===== src/rtl/dcache_port_arbiter.sv =====
// dcache_port_arbiter
// Shares the single data-cache port between MEM-stage load misses and the
// store-buffer drain. One transaction is in flight at a time. Loads normally
// win. Stores win when the buffer is full, when loads have starved the buffer
// for STARVE_LIMIT grants, or while a fence is draining the buffer.

module dcache_port_arbiter #(
    parameter int STARVE_LIMIT = 8   // 1..15
) (
    input  logic        clk,
    input  logic        reset,

    // MEM-stage load misses
    input  logic        ld_req,
    input  logic [31:0] ld_addr,
    output logic        ld_ack,
    output logic [31:0] ld_rdata,

    // Store-buffer head
    input  logic        sb_head_valid,
    input  logic [63:0] sb_head,
    input  logic        sb_full,
    output logic        sb_pop,

    // Fence handshake and pipeline stall
    input  logic        fence_req,
    output logic        fence_done,
    output logic        pipe_stall,

    // Data-cache port
    output logic        cache_req,
    output logic        cache_we,
    output logic [31:0] cache_addr,
    output logic [31:0] cache_wdata,
    input  logic        cache_ack,
    input  logic [31:0] cache_rdata
);

    typedef enum logic [1:0] {
        IDLE       = 2'd0,
        LOAD_WAIT  = 2'd1,
        STORE_WAIT = 2'd2
    } state_t;

    localparam logic [3:0] STARVE_MAX = 4'(STARVE_LIMIT);

    state_t     state;
    state_t     state_next;
    logic [3:0] starve_cnt;
    logic       fence_pending;

    logic       grant_store;
    logic       grant_load;
    logic       load_done;
    logic       fence_complete;

    // Grant arbitration in IDLE and completion tracking in the wait states.
    always_comb begin
        // NOTE: every signal gets a default before the case so that no path
        // leaves it unassigned; an unassigned path would infer a latch.
        state_next     = state;
        grant_store    = 1'b0;
        grant_load     = 1'b0;
        load_done      = 1'b0;
        fence_complete = 1'b0;

        case (state)
            IDLE: begin
                // The fence drain has finished once IDLE sees an empty buffer.
                fence_complete = fence_pending & ~sb_head_valid;

                // Priority chain: first matching rule wins.
                if (fence_pending && sb_head_valid) begin
                    grant_store = 1'b1;
                end else if (sb_head_valid && (sb_full || starve_cnt == STARVE_MAX)) begin
                    grant_store = 1'b1;
                end else if (ld_req && !ld_ack && !fence_pending) begin
                    // ld_req still high during its own ld_ack cycle is the
                    // load just served, so it must not be granted again.
                    grant_load = 1'b1;
                end else if (sb_head_valid) begin
                    grant_store = 1'b1;
                end

                if (grant_store) begin
                    state_next = STORE_WAIT;
                end else if (grant_load) begin
                    state_next = LOAD_WAIT;
                end
            end

            LOAD_WAIT: begin
                if (cache_ack) begin
                    load_done  = 1'b1;
                    state_next = IDLE;
                end
            end

            STORE_WAIT: begin
                if (cache_ack) begin
                    state_next = IDLE;
                end
            end

            default: begin
                state_next = IDLE;
            end
        endcase
    end

    // The head leaves the store buffer on the grant edge itself; nothing is
    // popped while reset is held.
    assign sb_pop     = grant_store & ~reset;
    assign pipe_stall = (ld_req & ~ld_ack) | fence_pending;

    // FSM state register.
    always_ff @(posedge clk) begin
        // NOTE: sequential state always uses non-blocking assignment so every
        // register samples pre-edge values regardless of block ordering.
        if (reset) begin
            state <= IDLE;
        end else begin
            state <= state_next;
        end
    end

    // Registered cache-port and load-response outputs.
    always_ff @(posedge clk) begin
        if (reset) begin
            cache_req   <= 1'b0;
            cache_we    <= 1'b0;
            cache_addr  <= '0;
            cache_wdata <= '0;
            ld_ack      <= 1'b0;
            ld_rdata    <= '0;
            fence_done  <= 1'b0;
        end else begin
            cache_req  <= (state_next != IDLE);
            cache_we   <= (state_next == STORE_WAIT);
            ld_ack     <= load_done;
            fence_done <= fence_complete;

            // Address and data are held for the whole transaction.
            if (grant_store) begin
                cache_addr  <= sb_head[63:32];
                cache_wdata <= sb_head[31:0];
            end else if (grant_load) begin
                cache_addr  <= ld_addr;
            end

            if (load_done) begin
                ld_rdata <= cache_rdata;
            end
        end
    end

    // Fence-pending flag and load-versus-store starvation counter.
    always_ff @(posedge clk) begin
        if (reset) begin
            fence_pending <= 1'b0;
            starve_cnt    <= '0;
        end else begin
            // Completion is only possible while pending, so a repeated
            // fence_req during a drain cannot extend it.
            if (fence_complete) begin
                fence_pending <= 1'b0;
            end else if (fence_req) begin
                fence_pending <= 1'b1;
            end

            // Counts load grants that bypassed a waiting store; saturates.
            if (grant_store) begin
                starve_cnt <= '0;
            end else if (grant_load && sb_head_valid && starve_cnt < STARVE_MAX) begin
                starve_cnt <= starve_cnt + 4'd1;
            end
        end
    end

endmodule


===== config.mk =====
export PLATFORM = sky130hd
export DESIGN_NAME = dcache_port_arbiter
export DESIGN_NICKNAME = d
export VERILOG_FILES = /design/src/rtl/dcache_port_arbiter.sv
export SDC_FILE = /design/constraint.sdc
export NUM_CORES = 1
export LEC_CHECK = 0
export ABC_CLOCK_PERIOD_IN_PS = 4400
export CAP_MARGIN = 20
export CORE_AREA = 2 2 144 76
export DETAILED_ROUTE_END_ITERATION = 10
export DIE_AREA = 0 0 146 78
export HOLD_SLACK_MARGIN = 0.02
export PLACE_DENSITY = 0.85
export SLEW_MARGIN = 0
export SYNTH_ARGS = -nofsm -noshare
export SYNTH_HDL_FRONTEND = slang
export SYNTH_SLANG_ARGS = --single-unit

===== constraint.sdc =====
create_clock -name clk -period 4.4 [get_ports clk]
set_input_delay 0.66 -clock clk [delete_from_list [all_inputs] [get_ports clk]]
set_output_delay 0.66 -clock clk [all_outputs]
set_load 0.05 [all_outputs]

==> flow_summary.yaml, run 1 <==
critical_path:
  data_required_time_of_the_critical_path_ns: 3.74
  cpPeakStageDelay_ns: 0.72
  critical_path_class: "primary input to output port"
  timing.critical_path.to_type: "output port"
  setup.worst_path.start_class: "primary input"
  crit_top_cell: "sky130_fd_sc_hd__clkdlybuf4s50_1"
  reg2reg_slack_ns: 2.17
  rr_startpoint: "fence_pending$_SDFFE_PP0P_"
  timing.critical_path.fanout_max: 33
  worstPathCellList: "clkdlybuf4s50_1, nor4b_2, a21o_4, nor2_4, clkdlybuf4s50_1"
  crit_arrival_ns: 2.90
  timing.rr.end: "cache_addr[19]$_SDFFE_PP0P_"
  cpMaxStageDelayCell: "sky130_fd_sc_hd__clkdlybuf4s50_1"
  timing.reg2reg.worst_path_depth: 5
die:
  ios: 237
  floorplan.die.width_um: 146
  die-height_um: 78
  rows: 26
  start_util_pct: 40.4
  fp.dieArea_um2: 11400
  core_region_area_um2: 10000
global_route:
  grt_max_degree: 78
  number_of_global_route_vias_before_repair: 3768
  grt_antenna_before_repair: 0
  grt_usage_pct: 21.1
  global_route_wire_length_before_repair_mm: 19.3
  global_route.overflow_total: 0
timing:
  finalHoldViolations: 0
  setup_viol_count_final: 0
  fin_tns_setup_ns: 0
  setup_ws_ns: 0.839
  worst_pin_slew_ns: 1.04
  worst_clock_skew_ns: 0.00437
  timing_max_transition_violations_final: 0
  final_cycle_utilization_of_the_critical_path_pct: 80.9
  timing.fmax_ghz: 0.281
  post-route-min-period_ns: 3.56
  slew_headroom_pct: 30.5
  hold_slack_ns: 0.455
  rsz_0062_raised_after_global_routing: "false"
power_and_ir_drop:
  power_w: 0.00257
  power.density_nw_per_um2: 377
  p_leak_nw: 2.49
  ir_worst_vdd_uv: 179
cells_and_area:
  areaGrowthSynthToFinish_pct: 68.2
  final_instance_count_without_filler_cells: 815
  layout-drive-gt1-share_pct: 4.30
  fin_nets: 810
  antenna_cells: 0
hold_path:
  min_path_type: "flip-flop to flip-flop"
  worstHoldEndpoint: "cache_wdata[11]$_SDFFE_PP0P_"
  holdPathStages: 2
  worstHoldStart: "cache_wdata[11]$_SDFFE_PP0P_"
drt:
  route.final.wire_length_mm: 12.7
  route.detailed.wl_per_inst_um: 15.5
  drt_pass1_iterations: 4
  dr_total_vias: 4004
  postRouteAntennaNets: 0
  drcViolationCount: 0
  drtIter0Drc: 206
  route.detailed.vias_per_inst: 4.91
placed_design:
  dpl.cell_count: 797
  dp_hpwl_mm: 9.02
  detailedPlace.worstSlack_ns: 0.821
  gp_routability_congestion: 0.777
  io_buffer_count: 236
clock_network:
  post_cts.resized_instances: 0
  cts_root_buffer: "sky130_fd_sc_hd__clkbuf_16"
  clock_buffer_count_from_cts: 9
  tritoncts_clock_tree: "built"
  htreeDepth: 3
  cts.clk_slew.worst_paths_ns: 0.07
  post-cts-setup-buffers: 0
  clkLatencyLatePin_ns: 0.33
  cts_sinks: 107
  ctsHoldBuffers: 0
  clock_tree.buffer_depth: 2
synth:
  postSynth.topFlopCell: "sky130_fd_sc_hd__dfxtp_1"
  synth_cells: 448
  post_synth_edffs: 0
  synth_sequential_area_ratio_pct: 53.0
  yosys_warnings: 0
  synth.avg_cell_area_um2: 9.03
  yosysUniqueCellTypes: 35
  synth_fp_nets: 588
  synthArstFlopShare_pct: 0
  ys_ff_latch: 107
  synthesis.area_um2: 4040
status:
  outcome: "completed"
job:
  maxCapViolations: 0
[cells in the mapped netlist (2+ instances only)]
cell	n	area, um2
sky130_fd_sc_hd__nor2b_1	2	12.5
sky130_fd_sc_hd__a21oi_1	64	320
sky130_fd_sc_hd__nand3_1	2	10.0
sky130_fd_sc_hd__buf_2	4	20.0
sky130_fd_sc_hd__a211oi_1	3	22.5
sky130_fd_sc_hd__clkbuf_1	20	75.1
sky130_fd_sc_hd__a221o_1	32	320
sky130_fd_sc_hd__a21o_1	2	15.0
sky130_fd_sc_hd__ha_1	5	62.6
sky130_fd_sc_hd__and3b_1	2	17.5
sky130_fd_sc_hd__dfxtp_1	107	2140
sky130_fd_sc_hd__nand2_1	132	495
sky130_fd_sc_hd__buf_6	6	67.6
sky130_fd_sc_hd__nor2_1	2	7.51
sky130_fd_sc_hd__inv_1	6	22.5
sky130_fd_sc_hd__nor3_1	6	30.0
sky130_fd_sc_hd__and2_1	35	219
[placed cells by master (no fill, tap or decap), types with 2 or more instances in the layout]
cell                              netlist  final
sky130_fd_sc_hd__nor2_1                 2      2
sky130_fd_sc_hd__inv_1                  6      6
sky130_fd_sc_hd__nand3_1                2      2
sky130_fd_sc_hd__and2_1                35     35
sky130_fd_sc_hd__buf_4                  0      4
sky130_fd_sc_hd__clkinv_2               0      2
sky130_fd_sc_hd__clkdlybuf4s50_1        0    235
sky130_fd_sc_hd__nor3_1                 6      6
sky130_fd_sc_hd__clkbuf_16              0      9
sky130_fd_sc_hd__a21o_1                 2      2
sky130_fd_sc_hd__nor2b_1                2      2
sky130_fd_sc_hd__a21oi_1               64     64
sky130_fd_sc_hd__dfxtp_1              107    107
sky130_fd_sc_hd__ha_1                   5      5
sky130_fd_sc_hd__and3b_1                2      2
sky130_fd_sc_hd__buf_16                 0      2
sky130_fd_sc_hd__a211oi_1               3      2
sky130_fd_sc_hd__a221o_1               32     32
sky130_fd_sc_hd__nand2_1              132    132
[worst max-delay path, delay by kind of cell]
family / cells / cell delay (ns)
AND/OR/NAND/NOR: 2 / 0.56
AO/OA/AOI/OAI: 1 / 0.44
buffers and inverters: 2 / 1.23
[where the power goes]
group          internal, W  total [W]  leakage, nW  switching (W)
registers          0.00104    0.00107        0.875      0.0000353
clock network     0.000443   0.000797        0.143       0.000355
logic             0.000289   0.000694         1.47       0.000405
total              0.00177    0.00257         2.49       0.000795
[worst max-delay path by stage]
| stage | start | end | slack [ns] | cells after the start |
|---|---|---|---|---|
| 2_1_floorplan | sb_full | sb_pop | 2.26 | 4 |
| 3_3_place_gp | sb_head_valid | sb_pop | 0.93 | 5 |
| 3_5_place_dp | ld_req | sb_pop | 0.82 | 5 |
| 4_1_cts | ld_req | sb_pop | 0.81 | 5 |
| 5_1_grt | ld_req | sb_pop | 0.73 | 5 |
| 6_report | ld_req | sb_pop | 0.84 | 5 |
[layer usage]
| layer | vias to the layer above | track usage (%) | wire length [um] |
|---|---|---|---|
| met5 | - | 0 | 0 |
| met2 | 127 | 39.5 | 6590 |
| met1 | 1878 | 24.1 | 5140 |
| met3 | 28 | 4.53 | 609 |
| li1 | 1971 | - | - |
| met4 | 0 | 6.89 | 337 |
[through the flow]
stage | instance area, um2 | utilization [%]
6_report | 6800 | 67.9
5_1_grt | 6800 | 67.9
4_1_cts | 6750 | 67.3
3_5_place_dp | 6450 | 64.4
3_3_place_gp | 6450 | 64.4
2_1_floorplan | 4040 | -
[kinds of logic after synthesis]
logic type,after synthesis,synth area share (%)
xor+xnor,2,0.433
flops,107,53.0
compound gates,107,18.6
mux,1,0.248
simple gates,189,21.5
fa+ha+maj,5,1.55
buf+inv,37,4.67
[state kept, by name (all words and copies together) (netlist names), 2 cells and up]
name         flops
cache_addr      32
cache_wdata     32
ld_rdata        32
starve_cnt       4
state            2
[cell type report]
class / instances / area (um2)
clock buffers: 10 / 229
clock inverters: 6 / 65.1
fillers: 782 / 3220
inverters: 6 / 22.5
multi-input cells: 304 / 1730
flip-flops and latches: 107 / 2140
well taps: 140 / 175
repair buffers: 242 / 2440
No activity file was read; power rests on OpenSTA's default activity.
==> inputs of run 2 (changes only) <==
--- a/config.mk
+++ b/config.mk
@@ -5,13 +5,13 @@
 export SDC_FILE = /design/constraint.sdc
 export NUM_CORES = 1
 export LEC_CHECK = 0
-export ABC_CLOCK_PERIOD_IN_PS = 4400
+export ABC_CLOCK_PERIOD_IN_PS = 3200
 export CAP_MARGIN = 20
-export CORE_AREA = 2 2 144 76
+export CORE_AREA = 2 2 158 83
 export DETAILED_ROUTE_END_ITERATION = 10
-export DIE_AREA = 0 0 146 78
+export DIE_AREA = 0 0 160 85
 export HOLD_SLACK_MARGIN = 0.02
-export PLACE_DENSITY = 0.85
+export PLACE_DENSITY = 0.75
 export SLEW_MARGIN = 0
 export SYNTH_ARGS = -nofsm -noshare
 export SYNTH_HDL_FRONTEND = slang
==> constraint.sdc (replaced) <==
create_clock -name clk -period 3.2 [get_ports clk]
set_input_delay 0.48 -clock clk [delete_from_list [all_inputs] [get_ports clk]]
set_output_delay 0.48 -clock clk [all_outputs]
set_load 0.05 [all_outputs]
==> run 2 against run 1 <==
Net effect: critical path depth did not move; critical path type unchanged; clock-buffer cell count rose by 2; first-iteration DRC count rose by 22%; critical endpoint unchanged; largest cell class unchanged; sequential share of layout area fell by 0.17 points; sequential cell count did not move.
==> flow_summary.yaml, run 2 (synthesized netlist as in run 1, its figures left out) <==
drt:
  postRouteAntennaNets: 0
  drtIter0Drc: 252
  route.detailed.vias_per_inst: 4.72
  drcViolationCount: 0
  route.detailed.wl_per_inst_um: 15.3
  dr_total_vias: 4002
  route.final.wire_length_mm: 13.0
  drt_pass1_iterations: 5
clock_network:
  clkLatencyLatePin_ns: 0.34
  clock_buffer_count_from_cts: 9
  post-cts-setup-buffers: 0
  ctsHoldBuffers: 0
  cts_root_buffer: "sky130_fd_sc_hd__clkbuf_16"
  post_cts.resized_instances: 0
  tritoncts_clock_tree: "built"
  cts_sinks: 107
  clock_tree.buffer_depth: 2
  cts.clk_slew.worst_paths_ns: 0.07
  htreeDepth: 3
cells_and_area:
  num-fill-cells: 1118
  antenna_cells: 0
  final_instance_count_without_filler_cells: 848
  areaGrowthSynthToFinish_pct: 69.1
  fin_nets: 813
  layout_top_registers: "cache_addr: 32 flops, cache_wdata: 32 flops, ld_rdata: 32 flops"
  layout-drive-gt1-share_pct: 4.72
  layout_commonest_cell: "sky130_fd_sc_hd__clkdlybuf4s50_1"
  final_cell_mix: "sky130_fd_sc_hd__clkdlybuf4s50_1 (234), sky130_fd_sc_hd__nand2_1 (132), sky130_fd_sc_hd__dfxtp_1 (107), sky130_fd_sc_hd__a21oi_1 (64), sky130_fd_sc_hd__and2_1 (35)"
die:
  ios: 237
  rows: 29
  fp.dieArea_um2: 13600
  die-height_um: 85
  floorplan.die.width_um: 160
  core_region_area_um2: 12300
  start_util_pct: 33.0
timing:
  timing_max_transition_violations_final: 0
  final_cycle_utilization_of_the_critical_path_pct: 77.0
  worst_pin_slew_ns: 0.663
  slew_headroom_pct: 55.8
  worst_clock_skew_ns: 0.00871
  rsz_0062_raised_after_global_routing: "false"
  timing.fmax_ghz: 0.406
  setup_viol_count_final: 0
  fin_tns_setup_ns: 0
  finalHoldViolations: 0
  post-route-min-period_ns: 2.46
critical_path:
  crit_arrival_ns: 1.98
  timing.critical_path.fanout_max: 9
  critical_path_class: "primary input to output port"
  timing.critical_path.to_type: "output port"
  setup.worst_path.start_class: "primary input"
  data_required_time_of_the_critical_path_ns: 2.72
global_route:
  grt_util_met3_pct: 6.94
  grt_util_met2_pct: 31.3
  grt-busiest-layer: "met2"
  global_route_wire_length_before_repair_mm: 20.7
  number_of_global_route_vias_before_repair: 4033
  global_route.overflow_total: 0
  grt_antenna_before_repair: 0
  grt_usage_pct: 18.8
  met1_routing_resource_usage_after_global_routing_pct: 23.9
  grt_max_degree: 63
hold_path:
  min_path_type: "flip-flop to flip-flop"
power_and_ir_drop:
  ir_worst_vdd_uv: 298
  power.density_nw_per_um2: 511
  p_leak_nw: 2.50
placed_design:
  dpl.cell_count: 831
  gp_routability_congestion: 0.794
  dp_hpwl_mm: 9.63
  io_buffer_count: 236
job:
  maxCapViolations: 0
status:
  outcome: "completed"
==> run 2: path summary, 6_finish.rpt <==
path	end	cells after the start	startpoint	slack (ns)
max	sb_pop	5	sb_head_valid	0.74
min	cache_wdata[26]$_SDFFE_PP0P_	2	cache_wdata[26]$_SDFFE_PP0P_	0.45
max reg2reg	cache_addr[6]$_SDFFE_PP0P_	7	starve_cnt[0]$_SDFFE_PP0P_	1.12
min reg2reg	cache_wdata[26]$_SDFFE_PP0P_	2	cache_wdata[26]$_SDFFE_PP0P_	0.45
==> run 2: where the power goes <==
part           internal (W)  switching (W)  leakage (nW)
Clock              0.000558       0.000496         0.137
Combinational      0.000401       0.000558          1.49
Sequential          0.00143      0.0000534         0.875
Total               0.00239        0.00111          2.50
==> run 2: critical path: stages <==
cell and delay [ns]:
sky130_fd_sc_hd__clkdlybuf4s50_1 0.68, sky130_fd_sc_hd__nand2_1 0.18, sky130_fd_sc_hd__a21o_4 0.23, sky130_fd_sc_hd__nor2_4 0.23
sky130_fd_sc_hd__buf_12 0.18
==> run 2: metal layers <==
layer  wire length, um  part of all wire (%)  vias to the layer above
met2              6020                    46                      150
li1                  -                     -                     1975
met4                57                  0.44                        0
met3              1050                   8.1                        8
met1              5860                    45                     1869
met5                 0                     0                        -
==> run 2: final cells by class <==
type | instances | area (um2) | area share, %
clock inverter | 4 | 35.0 | 0.512
inverter | 6 | 22.5 | 0.329
tap | 170 | 213 | 3.11
timing repair buffer | 245 | 2450 | 35.9
sequential | 107 | 2140 | 31.3
multi-input combinational | 304 | 1730 | 25.2
clock buffer | 12 | 246 | 3.60
==> run 2: stage by stage <==
step	hold slack [ns]	power, W	area, um2	setup slack, ns	utilization (%)
detailed placement	0.446	0.00247	6530	0.740	53.2
global route	0.482	0.00365	6840	0.664	55.8
CTS	0.456	0.00353	6810	0.740	55.5
finish	0.453	0.00349	6840	0.735	55.8
floorplan	0.525	0.00205	4040	1.27	-
global placement	0.442	0.00245	6530	0.771	53.2
==> inputs of run 3 (changes only) <==
--- a/config.mk
+++ b/config.mk
@@ -5,7 +5,7 @@
 export SDC_FILE = /design/constraint.sdc
 export NUM_CORES = 1
 export LEC_CHECK = 0
-export ABC_CLOCK_PERIOD_IN_PS = 3200
+export ABC_CLOCK_PERIOD_IN_PS = 2150
 export CAP_MARGIN = 20
 export CORE_AREA = 2 2 158 83
 export DETAILED_ROUTE_END_ITERATION = 10
==> constraint.sdc (replaced) <==
create_clock -name clk -period 2.15 [get_ports clk]
set_input_delay 0.3225 -clock clk [delete_from_list [all_inputs] [get_ports clk]]
set_output_delay 0.3225 -clock clk [all_outputs]
set_load 0.05 [all_outputs]
==> run 3 against run 2 <==
Net effect: sequential cell count unchanged; hold slack worse by 0.019 ns; clock power up 53%; critical path depth up 3; design area up 1.2%; largest power group unchanged; non-clock buffer count up 6; clock-buffer cell count down 2; utilization up 0.65 points; total power up 51%.
==> flow_summary.yaml, run 3 (synthesized netlist as in run 1, its figures left out) <==
die:
  start_util_pct: 33.0
  core_region_area_um2: 12300
  fp.dieArea_um2: 13600
  ios: 237
  floorplan.die.width_um: 160
  rows: 29
  die-height_um: 85
critical_path:
  top_delay_family_on_crit_path: "compound AO/OA/AOI/OAI gates"
  timing.critical_path.fanout_max: 32
  data_required_time_of_the_critical_path_ns: 2.43
  worst-path-buf-inv: 3
  setup.worst_path.start_class: "flip-flop"
  critical_path_class: "flip-flop to flip-flop"
  timing.critical_path.to_type: "flip-flop"
  cpPeakStageDelay_ns: 0.44
  worstPathCellList: "inv_1, ha_1, nand3b_1, buf_4, nand2b_1, a2111oi_4, buf_12, a221o_1"
  cpMaxStageDelayCell: "sky130_fd_sc_hd__a2111oi_4"
  crit_arrival_ns: 2.30
placed_design:
  io_buffer_count: 236
  detailedPlace.worstSlack_ns: -0.196
  gp_routability_congestion: 0.790
  dp_hpwl_mm: 9.71
clock_network:
  cts_root_buffer: "sky130_fd_sc_hd__clkbuf_16"
  ctsHoldBuffers: 0
  cts.clk_slew.worst_paths_ns: 0.07
  clock_tree.buffer_depth: 2
  htreeDepth: 3
  tritoncts_clock_tree: "built"
  clock_buffer_count_from_cts: 9
  clkLatencyLatePin_ns: 0.34
  post_cts.resized_instances: 0
  cts_sinks: 107
drt:
  drtIter0Drc: 215
  route.final.wire_length_mm: 13.6
  dr_total_vias: 4062
  drt_pass1_iterations: 4
  route.detailed.wl_per_inst_um: 15.9
  postRouteAntennaNets: 0
  route.detailed.vias_per_inst: 4.75
  drcViolationCount: 0
power_and_ir_drop:
  power.internal_w: 0.00357
  sw_frac_of_total_pct: 32.3
  power.combinational.fraction_pct: 27.8
  clock_power_share_pct: 30.5
  p_switching_w: 0.00170
  power.share.sequential_pct: 41.7
  power.density_nw_per_um2: 763
  ir_worst_vdd_uv: 366
  p_leak_nw: 2.54
  power_w: 0.00528
status:
  outcome: "completed"
timing:
  timing_max_transition_violations_final: 0
  fin_tns_setup_ns: 0
  setup_ws_ns: 0.130
  worst_clock_skew_ns: 0.00795
  setup_viol_count_final: 0
  post-route-min-period_ns: 2.02
  rsz_0062_raised_after_global_routing: "false"
  finalHoldViolations: 0
  final_cycle_utilization_of_the_critical_path_pct: 94.0
  timing.fmax_ghz: 0.495
  worst_pin_slew_ns: 0.927
  slew_headroom_pct: 38.2
cells_and_area:
  layout_commonest_cell: "sky130_fd_sc_hd__clkdlybuf4s50_1"
  layout.core_utilization_pct: 56.4
  fin_nets: 821
  layout_top_registers: "cache_addr: 32 flops, cache_wdata: 32 flops, ld_rdata: 32 flops"
  areaGrowthSynthToFinish_pct: 71.1
  antenna_cells: 0
  final_cell_mix: "sky130_fd_sc_hd__clkdlybuf4s50_1 (233), sky130_fd_sc_hd__nand2_1 (132), sky130_fd_sc_hd__dfxtp_1 (107), sky130_fd_sc_hd__a21oi_1 (64), sky130_fd_sc_hd__and2_1 (35)"
  num-fill-cells: 1077
  layout-drive-gt1-share_pct: 6.27
job:
  maxCapViolations: 0
global_route:
  global_route_wire_length_before_repair_mm: 20.8
  global_route.overflow_total: 0
  grt_usage_pct: 19.3
  number_of_global_route_vias_before_repair: 3964
  grt_antenna_before_repair: 0
  grt_max_degree: 37
hold_path:
  min_path_type: "primary input to flip-flop"
[run 3: final timing paths]
path / cells past startpoint / from / slack [ns] / to
hold / removal: 2 / reset / 0.43 / ld_rdata[6]$_SDFFE_PP0P_
setup reg to reg: 8 / starve_cnt[0]$_SDFFE_PP0P_ / 0.13 / cache_addr[27]$_SDFFE_PP0P_
setup / recovery: 8 / starve_cnt[0]$_SDFFE_PP0P_ / 0.13 / cache_addr[27]$_SDFFE_PP0P_
hold reg to reg: 2 / ld_rdata[21]$_SDFFE_PP0P_ / 0.45 / ld_rdata[21]$_SDFFE_PP0P_
[run 3: power groups by stage]
stage | registers, W | clock network (W) | logic [W]
final | 0.00220 | 0.00161 | 0.00147
after global routing | 0.00222 | 0.00176 | 0.00155
after CTS | 0.00220 | 0.00166 | 0.00147
after detailed placement | 0.00224 | 0 | 0.00145
after global placement | 0.00224 | 0 | 0.00144
after floorplan | 0.00271 | 0 | 0.000339
[run 3: routing by layer]
| metal | GRT usage, % | vias up | part of all wire, % |
|---|---|---|---|
| met5 | 0 | - | 0 |
| met4 | 5.08 | 0 | 1.4 |
| met3 | 7.72 | 15 | 8.8 |
| met2 | 31.2 | 158 | 45 |
| met1 | 24.2 | 1898 | 45 |
| li1 | - | 1991 | - |
[run 3: per-stage QoR]
| stage | area, um2 | hold WS (ns) | cells |
|---|---|---|---|
| final | 6920 | 0.434 | 856 |
| after global routing | 6920 | 0.430 | 856 |
| after CTS | 6910 | 0.423 | 855 |
| after detailed placement | 6610 | 0.446 | 837 |
| after global placement | 6610 | 0.442 | 837 |
| after floorplan | 4040 | 0.458 | 448 |
[run 3: final cells by class]
class / instances / area [um2] / share of cell area, %
repair buffers: 251 / 2510 / 36.3
clock inverters: 6 / 47.5 / 0.687
well taps: 170 / 213 / 3.07
inverters: 6 / 22.5 / 0.325
multi-input cells: 306 / 1740 / 25.2
clock buffers: 10 / 239 / 3.45
flip-flops and latches: 107 / 2140 / 31.0
[run 3: what timing repair did]
item,4_1_cts,5_1_grt
endpoints found under the setup margin,1,28
setup buffers,1,0
cloned,1,1
pin swaps,1,1
